--- src/rtl/i2c_pkg.sv ---
// Shared types for the oversampled I2C write-receiver.
// I2C_RX_STRETCH_EN adds the STRETCH state.
package i2c_pkg;

    localparam int I2C_ADDR_W = 7;
    localparam int I2C_BYTE_W = 8;

    typedef enum logic [2:0] {
        ST_IDLE,
        ST_ADDR,
        ST_ADDR_ACK,
        ST_DATA,
        ST_DATA_ACK,
`ifdef I2C_RX_STRETCH_EN
        ST_STRETCH,
`endif
        ST_IGNORE
    } i2c_rx_state_t;

endpackage

--- src/rtl/i2c_rx_fifo.sv ---
// Synchronous FIFO holding {first,data} entries for the I2C receiver.
// Simultaneous push and pop on a full FIFO is accepted.
module i2c_rx_fifo #(
    parameter int DEPTH = 4,
    parameter int W     = 9
) (
    input  logic                     clk,
    input  logic                     rst,
    input  logic                     push,
    input  logic [W-1:0]             wdata,
    input  logic                     pop,
    output logic [W-1:0]             rdata,
    output logic [$clog2(DEPTH):0]   level
);

    localparam int AW = $clog2(DEPTH);
    localparam int LW = AW + 1;

    logic [W-1:0]  mem [DEPTH];
    logic [AW-1:0] wptr;
    logic [AW-1:0] rptr;
    logic [LW-1:0] count;
    logic          do_pop;
    logic          do_push;

    assign do_pop  = pop && (count != '0);
    assign do_push = push && ((count != LW'(DEPTH)) || do_pop);
    assign rdata   = mem[rptr];
    assign level   = count;

    always_ff @(posedge clk) begin
        if (do_push) begin
            mem[wptr] <= wdata;
        end
    end

    always_ff @(posedge clk) begin
        if (rst) begin
            wptr  <= '0;
            rptr  <= '0;
            count <= '0;
        end else begin
            if (do_push) begin
                wptr <= wptr + 1'b1;
            end
            if (do_pop) begin
                rptr <= rptr + 1'b1;
            end
            unique case ({do_push, do_pop})
                2'b10:   count <= count + 1'b1;
                2'b01:   count <= count - 1'b1;
                default: count <= count;
            endcase
        end
    end

endmodule

--- src/rtl/i2c_target_rx.sv ---
// Oversampled I2C target write-receiver with address match and receive FIFO.
// Define I2C_RX_STRETCH_EN to hold SCL low on a full FIFO instead of NACKing.
module i2c_target_rx
    import i2c_pkg::*;
#(
    parameter int CLK_FREQ    = 50_000_000,
    parameter int FIFO_DEPTH  = 4,
    parameter int SYNC_STAGES = 2,
    parameter int STRETCH_US  = 1000
) (
    input  logic                          clk,
    input  logic                          rst,
    input  logic                          scl_i,
    input  logic                          sda_i,
    output logic                          scl_oe,
    output logic                          sda_oe,
    input  logic [I2C_ADDR_W-1:0]         own_addr,
    output logic [I2C_BYTE_W-1:0]         m_data,
    output logic                          m_first,
    output logic                          m_valid,
    input  logic                          m_ready,
    output logic [$clog2(FIFO_DEPTH):0]   level,
    output logic                          bus_busy,
    output logic                          stop_o,
    output logic                          overflow
);

    localparam int LW = $clog2(FIFO_DEPTH) + 1;

    if (FIFO_DEPTH < 2 || SYNC_STAGES < 2 || CLK_FREQ < 1 || STRETCH_US < 0) begin : g_bad_param
        $error("i2c_target_rx: illegal parameter value");
    end

    logic [SYNC_STAGES-1:0] scl_sync;
    logic [SYNC_STAGES-1:0] sda_sync;
    logic                   scl_s;
    logic                   sda_s;
    logic                   scl_d;
    logic                   sda_d;
    logic                   scl_rise;
    logic                   scl_fall;
    logic                   start_det;
    logic                   stop_det;

    i2c_rx_state_t          state;
    logic [2:0]             bit_cnt;
    logic                   got8;
    logic [I2C_BYTE_W-1:0]  shreg;
    logic                   matched;
    logic                   first_pend;

    logic                   pop;
    logic                   full;
    logic                   room;
    logic                   push;
    logic                   push_data;
    logic [I2C_BYTE_W:0]    head;

    always_ff @(posedge clk) begin
        if (rst) begin
            scl_sync <= '1;
            sda_sync <= '1;
            scl_d    <= 1'b1;
            sda_d    <= 1'b1;
        end else begin
            scl_sync <= {scl_sync[SYNC_STAGES-2:0], scl_i};
            sda_sync <= {sda_sync[SYNC_STAGES-2:0], sda_i};
            scl_d    <= scl_s;
            sda_d    <= sda_s;
        end
    end

    assign scl_s     = scl_sync[SYNC_STAGES-1];
    assign sda_s     = sda_sync[SYNC_STAGES-1];
    assign scl_rise  = scl_s & ~scl_d;
    assign scl_fall  = ~scl_s & scl_d;
    assign start_det = scl_s & scl_d & sda_d & ~sda_s;
    assign stop_det  = scl_s & scl_d & ~sda_d & sda_s;

    assign pop       = m_valid & m_ready;
    assign full      = (level == LW'(FIFO_DEPTH));
    assign room      = ~full | pop;
    assign push_data = (state == ST_DATA) & scl_fall & got8 & room;

`ifdef I2C_RX_STRETCH_EN
    localparam logic [63:0] STRETCH_CYC64 =
        (64'(STRETCH_US) * 64'(CLK_FREQ)) / 64'd1_000_000;
    localparam logic [31:0] STRETCH_CYC = STRETCH_CYC64[31:0];

    logic [31:0] stretch_cnt;

    assign push = ~start_det & ~stop_det &
                  (push_data | ((state == ST_STRETCH) & pop));
`else
    assign push   = ~start_det & ~stop_det & push_data;
    assign scl_oe = 1'b0;
`endif

    i2c_rx_fifo #(
        .DEPTH (FIFO_DEPTH),
        .W     (I2C_BYTE_W + 1)
    ) u_fifo (
        .clk   (clk),
        .rst   (rst),
        .push  (push),
        .wdata ({first_pend, shreg}),
        .pop   (pop),
        .rdata (head),
        .level (level)
    );

    assign m_valid = (level != '0);
    assign m_data  = m_valid ? head[I2C_BYTE_W-1:0] : '0;
    assign m_first = m_valid & head[I2C_BYTE_W];

    always_ff @(posedge clk) begin
        if (rst) begin
            state      <= ST_IDLE;
            bit_cnt    <= 3'd7;
            got8       <= 1'b0;
            shreg      <= '0;
            matched    <= 1'b0;
            first_pend <= 1'b0;
            sda_oe     <= 1'b0;
            bus_busy   <= 1'b0;
            stop_o     <= 1'b0;
            overflow   <= 1'b0;
`ifdef I2C_RX_STRETCH_EN
            scl_oe      <= 1'b0;
            stretch_cnt <= '0;
`endif
        end else begin
            stop_o   <= 1'b0;
            overflow <= 1'b0;
            if (start_det) begin
                state    <= ST_ADDR;
                bit_cnt  <= 3'd7;
                got8     <= 1'b0;
                matched  <= 1'b0;
                sda_oe   <= 1'b0;
                bus_busy <= 1'b1;
`ifdef I2C_RX_STRETCH_EN
                scl_oe   <= 1'b0;
`endif
            end else if (stop_det) begin
                state    <= ST_IDLE;
                stop_o   <= matched;
                matched  <= 1'b0;
                sda_oe   <= 1'b0;
                bus_busy <= 1'b0;
`ifdef I2C_RX_STRETCH_EN
                scl_oe   <= 1'b0;
`endif
            end else begin
                if (scl_rise && !got8 &&
                    (state == ST_ADDR || state == ST_DATA)) begin
                    shreg <= {shreg[I2C_BYTE_W-2:0], sda_s};
                    if (bit_cnt == 3'd0) begin
                        got8 <= 1'b1;
                    end else begin
                        bit_cnt <= bit_cnt - 1'b1;
                    end
                end
                case (state)
                    ST_ADDR: begin
                        if (scl_fall && got8) begin
                            if (shreg[7:1] == own_addr && !shreg[0]) begin
                                state      <= ST_ADDR_ACK;
                                sda_oe     <= 1'b1;
                                matched    <= 1'b1;
                                first_pend <= 1'b1;
                            end else begin
                                state <= ST_IGNORE;
                            end
                        end
                    end
                    ST_ADDR_ACK, ST_DATA_ACK: begin
`ifdef I2C_RX_STRETCH_EN
                        scl_oe <= 1'b0;
`endif
                        if (scl_fall) begin
                            state   <= ST_DATA;
                            sda_oe  <= 1'b0;
                            bit_cnt <= 3'd7;
                            got8    <= 1'b0;
                        end
                    end
                    ST_DATA: begin
                        if (scl_fall && got8) begin
                            if (room) begin
                                state      <= ST_DATA_ACK;
                                sda_oe     <= 1'b1;
                                first_pend <= 1'b0;
`ifdef I2C_RX_STRETCH_EN
                            end else begin
                                state       <= ST_STRETCH;
                                scl_oe      <= 1'b1;
                                stretch_cnt <= '0;
                            end
`else
                            end else begin
                                state    <= ST_IGNORE;
                                overflow <= 1'b1;
                            end
`endif
                        end
                    end
`ifdef I2C_RX_STRETCH_EN
                    // SDA is driven one cycle before SCL is released so the
                    // ACK never looks like a START on the wire.
                    ST_STRETCH: begin
                        if (pop) begin
                            state      <= ST_DATA_ACK;
                            sda_oe     <= 1'b1;
                            first_pend <= 1'b0;
                        end else if (stretch_cnt + 1 >= STRETCH_CYC) begin
                            state    <= ST_IGNORE;
                            overflow <= 1'b1;
                            scl_oe   <= 1'b0;
                        end else begin
                            stretch_cnt <= stretch_cnt + 1'b1;
                        end
                    end
`endif
                    default: begin
                        sda_oe <= 1'b0;
                    end
                endcase
            end
        end
    end

endmodule

--- config.mk ---
export PLATFORM = sky130hd
export DESIGN_NAME = i2c_target_rx
export DESIGN_NICKNAME = d
export VERILOG_FILES = /design/src/rtl/i2c_pkg.sv /design/src/rtl/i2c_rx_fifo.sv /design/src/rtl/i2c_target_rx.sv
export SDC_FILE = /design/constraint.sdc
export NUM_CORES = 1
export LEC_CHECK = 0
export CORE_MARGIN = 2
export CORE_UTILIZATION = 51
export CTS_CLUSTER_DIAMETER = 120
export DETAILED_ROUTE_END_ITERATION = 10
export PLACE_DENSITY = 0.77
export SLEW_MARGIN = 20
export SYNTH_ARGS = -nofsm -noshare
export SYNTH_HDL_FRONTEND = slang
export SYNTH_SLANG_ARGS = --single-unit
--- constraint.sdc ---
create_clock -name clk -period 3 [get_ports clk]
set_input_delay 0.9 -clock clk [delete_from_list [all_inputs] [get_ports clk]]
set_output_delay 0.9 -clock clk [all_outputs]
set_load 0.03 [all_outputs]
Word-level counts from Yosys, hierarchy flattened
Memory sizes are Yosys's and may differ from the RTL's. A register that Yosys moved wholly into a read port is not among the register bits.
Cells that the tools add are included.
{"block": "totals", "mem_count": 1, "latchBits": 0, "mem_bits_rw": 36, "romBits": 0, "elab_cells": 127, "out_inout_bits": 18, "reg_bits": 34}
{"block": "classes", "n_div": 0, "eq_ne": 17, "shifts": 0, "mul": 0, "bitwise": 24, "order_cmp": 0, "n_addsub": 5, "reduce_logical": 28, "n_mux": 34}
{"name": "u_fifo.mem", "depth": 4, "word_bits": 9, "read_ports": 1, "rd_clocked_by_memory_dff": 1, "wr": 1, "line_no": "i2c_rx_fifo.sv:19", "source": "logic [W-1:0] mem [DEPTH];"}
{"op": "3-bit two-way mux", "count": 8}
{"op": "1-bit two-way mux", "count": 19}
{"op": "1-bit AND", "count": 14}
{"op": "1-bit NOT", "count": 9}
{"op": "3-bit one-hot mux with 3 select lines", "count": 1}
{"op": "8-bit two-way mux", "count": 1}
{"op": "4-bit by 3-bit inequality test with 1-bit output, second input constant", "count": 2}
{"op": "4-bit AND reduction", "count": 2}
{"op": "7-bit == test", "count": 1}
{"op": "7-bit AND reduction", "count": 1}
{"op": "3-bit by 2-bit == test with 1-bit output, second input constant", "count": 2}
{"op": "3-bit == test, second input constant", "count": 2}
{"op": "1-bit logical AND", "count": 6}
{"op": "2-bit by 1-bit inequality test with 1-bit output, second input constant", "count": 3}
{"op": "3-bit one-hot mux with 2 select lines", "count": 1}
{"op": "3-bit AND reduction", "count": 2}
{"op": "2-bit nonzero test", "count": 3}
{"op": "3-bit nonzero test", "count": 2}
{"op": "3-bit OR reduction", "count": 2}
{"op": "3-bit by 1-bit subtractor with 3-bit output, second input constant", "count": 2}
{"op": "5-bit AND reduction", "count": 1}
{"op": "5-bit nonzero test", "count": 1}
{"op": "5-bit OR reduction", "count": 1}
{"op": "2-bit by 1-bit adder with 2-bit output, second input constant", "count": 2}
{"op": "other kinds (15)", "count": 20}

Depth between registers and ports, before layout
Gate-level depths: netlist of run 1.
{"block": "logic_depth", "depth_word": 9, "depth_mapped": 11, "ltp_nobuf": 10}

By module
Synthesis of run 1 repeated with hierarchy kept, for this count alone.
{"block": "hier_totals", "hier_cells": 271, "area_unflattened_um2": 3263.1}
{"mod": "i2c_rx_fifo", "area_each_um2": 1858.0, "instances": 1, "seq_area_each_um2": 1261.2, "cells_each": 113}
{"mod": "i2c_target_rx", "area_each_um2": 1405.1, "instances": 1, "seq_area_each_um2": 540.5, "cells_each": 158}

Least setup slack after synthesis of run 1
Ideal clock, no wire load.
{"block": "synth_timing", "path_type": "input to register", "start": "in m_ready", "end": "reg u_fifo.count[2] (netlist: u_fifo.level[2])", "t_required_ns": 2.930, "arrival_time_ns": 2.606, "setup_ns": 0.070, "stages": 9, "path_slack_ns": 0.324, "cell_sequence": "nor4b_2 -> nor3_4 -> inv_2 -> ha_1 -> inv_1 -> fa_1 -> xor2_1 -> or3_1 -> a21oi_1"}
{"block": "synth_between", "elab_chain_len": 7, "word_cells_on_any_way": 11}
{"item": "from (decl)", "line_no": "i2c_target_rx.sv:21", "source": "input logic m_ready,"}
{"item": "1-bit AND *", "line_no": "i2c_target_rx.sv:80", "source": "assign pop = m_valid & m_ready;"}
{"item": "1-bit OR", "line_no": "i2c_target_rx.sv:82", "source": "assign room = ~full | pop;"}
{"item": "1-bit AND", "line_no": "i2c_target_rx.sv:83", "source": "assign push_data = (state == ST_DATA) & scl_fall & got8 & room;"}
{"item": "1-bit AND", "line_no": "i2c_target_rx.sv:95", "source": "assign push = ~start_det & ~stop_det & push_data;"}
{"item": "1-bit logical AND", "line_no": "i2c_rx_fifo.sv:27", "source": "assign do_push = push && ((count != LW'(DEPTH)) || do_pop);"}
{"item": "2-bit by 1-bit == test with 1-bit output or 2-bit == test (tied branches)", "line_no": "i2c_rx_fifo.sv:49", "source": "unique case ({do_push, do_pop})"}
{"item": "3-bit one-hot mux with 2 select lines or 2-bit nonzero test (tied branches)"}
{"item": "to (signal assigned)", "line_no": "i2c_rx_fifo.sv:50", "source": "2'b10: count <= count + 1'b1;"}
{"item": "to (signal assigned)", "line_no": "i2c_rx_fifo.sv:51", "source": "2'b01: count <= count - 1'b1;"}
{"item": "to (signal assigned)", "line_no": "i2c_rx_fifo.sv:52", "source": "default: count <= count;"}
{"item": "to (decl)", "line_no": "i2c_rx_fifo.sv:22", "source": "logic [LW-1:0] count;"}
Mark *: on every way between the ends. The rest lies on a longest branch, timed or not.
A chain may end at the register's enable or synchronous reset.

Worst setup path in the final report of run 1
{"block": "layout_timing", "start": "reg u_fifo.count[0] (netlist: u_fifo.level[0])", "end": "out m_valid"}
{"block": "layout_between", "elab_chain_len": 1}
{"item": "3-bit nonzero test", "line_no": "i2c_target_rx.sv:112", "source": "assign m_valid = (level != '0);"}
{"item": "to (decl)", "line_no": "i2c_target_rx.sv:20", "source": "output logic m_valid,"}
No other way between the ends.

==> key figures, run 1 <==
Status
  • Run status: complete, no violations

CTS
  • Post-cts resize count: 9
  • CTS max path bufs: 2
  • CTS sink count: 72
  • Clock-pin slew on the worst setup and hold paths: 0.08 ns
  • H-tree levels: 3
  • Clock tree from TritonCTS: yes
  • Root Buffer: clkbuf_8
  • Setup bufs post-CTS: 0
  • Cts hold-fix bufs: 0
  • Clk Latency, worst-skew pair: 0.35 ns
  • Inserted Clock Buffers: 9

Logic synthesis
  • Synthesized area per cell: 12.4 um2
  • EDFF count, synth: 36
  • Cell variety after synth: 55
  • Register area share after synthesis: 55.7%
  • Yosys warnings: 0
  • Mapped Cells: 262
  • Asr flop ratio synth: 0%
  • Mapped Nets: 283
  • Cell area after synthesis: 3240 um2
  • Post-synth top flop: edfxtp_1
  • Synth Register Bits: 72

STA
  • Worst-Margin Slew: 0.589 ns
  • Max Transition Viols Final: 0
  • RSZ-0062 raised after global routing: no
  • Worst Clk Skew: 0.00557 ns
  • Final hold vios: 0
  • Highest Clock Rate: 346 MHz
  • Setup-failing EPs final: 0
  • Fin crit share: 96.3%
  • Fin crit period: 2.89 ns
  • Worst slew margin: 60.3%

Global route
  • Met2 usage: 30.7%
  • Initial antenna violation count: 0
  • GR met1 Demand/Resource: 21.9%
  • GRT busiest layer: met2
  • Number of global-route vias before repair: 2050
  • Grt ovf: 0
  • Largest net degree at the start of global routing: 16
  • Total track usage: 18.0%
  • Wire length of the first global-routing pass: 9780 um
  • Met3 usage: 4.45%

Pwr
  • Leak: 1.40 nW
  • Worst vdd ir: 0.000323 V
  • Final Power: 1.96 mW
  • PD cells: 514 nW/um2

Placed design
  • PortBufs: 28
  • DP HPWL: 4110 um
  • # placed instances: 365
  • GPL Wtd Cong: 0.808

Layout
  • Final Non-Filler Cells: 381
  • Nets@finish: 320
  • Share of cells above drive strength 1: 20.7%
  • Most frequent cells in the layout: dfxtp_1, edfxtp_1, nand2_1
  • Synth-to-Final Area Change: 17.9%
  • Total inserted antenna cells: 0

Worst setup path
  • WS Path Type: reg -> out
  • RR Startpoint: scl_sync[1]$_SDFF_PP1_
  • Endpoint class of the critical path: primary output
  • R2r worst-path depth: 10
  • Worst R2R Setup Slack: 0.66 ns
  • Worst setup SP type: register
  • Crit Path Max Fanout: 12
  • Terminus of the critical flop-to-flop path: u_fifo.level[2]$_SDFFE_PP0P_
  • Worst EP required: 2.10 ns
  • Critical Path AT: 1.99 ns

Route
  • Routed Antenna Nets: 0
  • Iter 0 DRT Violations: 77
  • DR vias: 2053
  • Routed len/inst: 15.2 um
  • Routed wire length: 5790 um
  • DRC: 0
  • Vias per inst: 5.39
  • Pre-antenna DRT Iters: 4

Hold path
  • Worst Hold End: scl_sync[1]$_SDFF_PP1_
  • Hold Crit Class: reg -> reg
  • Worst Hold Path Cells: 1
  • Hold Startpoint: scl_sync[0]$_SDFF_PP1_

Flow run
  • Number of max-cap violations: 0

Floorplan
  • Initial Util: 51.9%
  • Core Region: 6240 um2
  • Row count: 29
  • Die X-Extent: 83.7 um
  • Die H: 83.7 um
  • Io pins: 30
  • Die area: 7000 um2
worst max path at each step:
stage                                      start                           end  slack, ns
floorplan                                m_ready  u_fifo.level[2]$_SDFFE_PP0P_       0.32
global placement                         m_ready  u_fifo.level[2]$_SDFFE_PP0P_      -0.03
detailed placement                       m_ready  u_fifo.level[2]$_SDFFE_PP0P_      -0.07
CTS                 u_fifo.level[0]$_SDFFE_PP0P_                       m_valid       0.11
global route        u_fifo.level[0]$_SDFFE_PP0P_                       m_valid       0.06
finish              u_fifo.level[0]$_SDFFE_PP0P_                       m_valid       0.11
area by class of cell:
type                    instances  area [um2]
fillers                       505        2430
well taps                      77        96.3
inverters                      13        48.8
multi-input cells             165        1300
clock buffers                   9         124
flip-flops and latches         72        1800
repair buffers                 38         344
clock inverters                 7         103
where the power goes:
part	total, mW	leakage [nW]	switching [mW]	internal, mW
Sequential	1.03	0.634	0.00582	1.03
Combinational	0.0669	0.657	0.0337	0.0332
Clock	0.862	0.111	0.384	0.478
Total	1.96	1.40	0.424	1.54
cell usage after synthesis (all sizes together) (3+ instances only):
library cell | number | area [um2]
clkbuf | 5 | 38.8
a21oi | 14 | 70.1
nand4 | 3 | 18.8
nand2 | 20 | 75.1
edfxtp | 36 | 1080
nand2b | 3 | 18.8
nor2 | 14 | 55.1
nor4 | 3 | 40.0
nor3 | 5 | 41.3
and3 | 3 | 20.0
ha | 8 | 100
dfxtp | 36 | 721
nand3 | 6 | 45.0
or2 | 7 | 43.8
xnor2 | 4 | 35.0
or3 | 3 | 20.0
o21ai | 10 | 53.8
a31oi | 5 | 31.3
inv | 13 | 48.8
and2 | 15 | 93.8
buf | 7 | 50.1
xor2 | 10 | 87.6
mux4 | 9 | 203
sequential cells by signal, indices dropped and copies added (netlist names), 2 cells and up, named ones only:
| register | cells |
|---|---|
| u_fifo.mem | 36 |
| u_fifo.wptr | 2 |
| sda_sync | 2 |
| scl_sync | 2 |
| shreg | 8 |
| bit_cnt | 3 |
| u_fifo.rptr | 2 |
| u_fifo.level | 3 |
| state | 3 |
logic make-up after synthesis:
| logic type | Yosys count | synth area share [%] |
|---|---|---|
| and+or+nand+nor | 92 | 17.7 |
| DFF | 72 | 55.7 |
| AOI/OAI and AO/OA | 38 | 7.92 |
| buffers and inverters | 25 | 4.25 |
| xor gates and xnor gates | 14 | 3.79 |
| muxes | 11 | 6.88 |
| adders and majority gates | 9 | 3.71 |
| other | 1 | 0.116 |
stage by stage:
stage          utilization, %  worst slack [ns]  cell area, um2  hold slack, ns  TNS, ns
6_report                 61.1             0.111            3810           0.411        0
5_1_grt                  61.1            0.0603            3810           0.422        0
4_1_cts                  61.1             0.113            3810           0.412        0
3_5_place_dp             57.7           -0.0701            3600           0.394  -0.0701
3_3_place_gp             57.7           -0.0329            3600           0.393  -0.0329
2_1_floorplan               -             0.324            3240           0.389        0
metal layers:
metal / vias up / share of wire, %
li1: 1010 / -
met1: 977 / 42
met2: 57 / 52
met3: 9 / 5.1
met4: 0 / 1.3
met5: - / 0
worst max-delay path: stages, from the launching register on:
cell and delay (ns):
dfxtp_1 0.38, or3_2 0.61, clkdlybuf4s50_1 0.64
Power figures use the tool's default switching activity.
==> run 2: changes to the inputs <==
- ABC_CLOCK_PERIOD_IN_PS: default -> 3000
- CORE_UTILIZATION: 51 -> 55
- PLACE_DENSITY: 0.77 -> 0.82
==> key figures, run 2 (synthesis results as in run 1) <==
STA
  • Worst-Margin Slew: 0.627 ns
  • Highest Clock Rate: 349 MHz
  • Final WS setup: 0.133 ns
  • Final hold vios: 0
  • Setup-failing EPs final: 0
  • Total negative slack: 0 ns
  • RSZ-0062 raised after global routing: no
  • Max Transition Viols Final: 0
  • Worst Clk Skew: 0.00971 ns
  • Fin crit share: 95.6%
  • Fin crit period: 2.87 ns
  • Worst slew margin: 57.7%

Global route
  • Largest net degree at the start of global routing: 15
  • Initial antenna violation count: 0
  • Total track usage: 20.5%
  • Number of global-route vias before repair: 2056
  • Wire length of the first global-routing pass: 9690 um
  • Grt ovf: 0

Worst setup path
  • Worst EP required: 2.10 ns
  • Critical Path AT: 1.97 ns
  • Critical-path cell list: or3_2 > clkdlybuf4s50_1
  • Worst path slowest cell: clkdlybuf4s50_1
  • Cell class contributing the biggest share of worst-path delay: buffers and inverters
  • R2r worst-path depth: 10
  • CP bufs+invs: 1
  • Terminus of the critical flop-to-flop path: u_fifo.level[2]$_SDFFE_PP0P_
  • Worst R2R Setup Slack: 0.63 ns
  • Critical path's largest stage delay: 0.64 ns
  • Worst setup SP type: register
  • RR Startpoint: scl_sync[1]$_SDFF_PP1_
  • Endpoint class of the critical path: primary output
  • Crit Path Max Fanout: 12
  • WS Path Type: reg -> out

Hold path
  • Worst Hold Path Cells: 1
  • Hold Startpoint: sda_sync[0]$_SDFF_PP1_
  • Hold Crit Class: reg -> reg
  • Worst Hold End: sda_sync[1]$_SDFF_PP1_

Placed design
  • PortBufs: 28
  • DP HPWL: 3990 um
  • Pre-CTS setup slack: -0.112 ns
  • GPL Wtd Cong: 0.814
  • # placed instances: 360

Route
  • Routed wire length: 5740 um
  • Routed Antenna Nets: 0
  • Iter 0 DRT Violations: 110
  • Vias per inst: 5.49
  • DR vias: 2066
  • Pre-antenna DRT Iters: 5
  • DRC: 0
  • Routed len/inst: 15.3 um

Floorplan
  • Die H: 80.7 um
  • Row count: 27
  • Die area: 6510 um2
  • Core Region: 5610 um2
  • Io pins: 30
  • Die X-Extent: 80.7 um
  • Initial Util: 57.7%

CTS
  • Root Buffer: clkbuf_8
  • Inserted Clock Buffers: 9
  • Clock tree from TritonCTS: yes
  • CTS sink count: 72
  • Clk Latency, worst-skew pair: 0.34 ns
  • Cts hold-fix bufs: 0
  • Clock-pin slew on the worst setup and hold paths: 0.08 ns
  • CTS max path bufs: 2
  • H-tree levels: 3
  • Post-cts resize count: 9
  • Setup bufs post-CTS: 0

Layout
  • Share of cells above drive strength 1: 20.7%
  • Top flop regs: u_fifo.mem: 36 flops, shreg: 8 flops
  • Final Non-Filler Cells: 376
  • Total inserted antenna cells: 0
  • Nets@finish: 320
  • Most frequent cells in the layout: dfxtp_1, edfxtp_1, nand2_1
  • Synth-to-Final Area Change: 17.7%
  • Filler instances: 431
  • Register with the most flip-flops: u_fifo.mem
  • Final core occ: 67.9%
  • Max reg flops: 36

Status
  • Run status: complete, no violations

Pwr
  • Worst vdd ir: 0.000360 V
  • Leak: 1.41 nW
  • PD cells: 514 nW/um2

Flow run
  • Number of max-cap violations: 0
run 2: worst max path at each step:
stage,cells after the start,to,start
4_1_cts,2,m_valid,u_fifo.level[0]$_SDFFE_PP0P_
2_1_floorplan,9,u_fifo.level[2]$_SDFFE_PP0P_,m_ready
3_3_place_gp,11,u_fifo.level[2]$_SDFFE_PP0P_,m_ready
6_report,2,m_valid,u_fifo.level[0]$_SDFFE_PP0P_
5_1_grt,2,m_valid,u_fifo.level[0]$_SDFFE_PP0P_
3_5_place_dp,11,u_fifo.level[2]$_SDFFE_PP0P_,m_ready
run 2: per-layer routing:
metal  vias up  global-route usage, %  part of all wire (%)
li1       1013                      -                     -
met1      1006                   24.6                    43
met2        41                   35.2                    52
met3         6                   4.83                   3.4
met4         0                   8.81                   1.0
met5         -                      0                     0
run 2: area by class of cell:
type,instances,area (um2),area share (%)
well taps,72,90.1,2.36
multi-input cells,165,1300,34.1
flip-flops and latches,72,1800,47.3
repair buffers,38,344,9.03
inverters,13,48.8,1.28
clock inverters,7,104,2.73
clock buffers,9,124,3.25
run 2: stage by stage:
stage | power, mW | instance area, um2 | hold slack [ns]
floorplan | 1.10 | 3240 | 0.389
global placement | 1.12 | 3590 | 0.393
detailed placement | 1.12 | 3590 | 0.404
CTS | 1.97 | 3810 | 0.428
global route | 2.01 | 3810 | 0.446
finish | 1.96 | 3810 | 0.419
run 2: worst reg2reg max path: stages (launching register included):
cell     delay, ns
dfxtp_1       0.50
and2b_2       0.32
nand3_2       0.17
nor3_4        0.05
inv_2         0.07
ha_1          0.17
inv_1         0.06
fa_1          0.37
xor2_1        0.16
or3_1         0.31
a21oi_1       0.14
run 2: report_power, final:
group	switching (mW)	internal, mW	leakage (nW)
registers	0.00589	1.03	0.634
clock network	0.382	0.478	0.114
logic	0.0343	0.0331	0.657
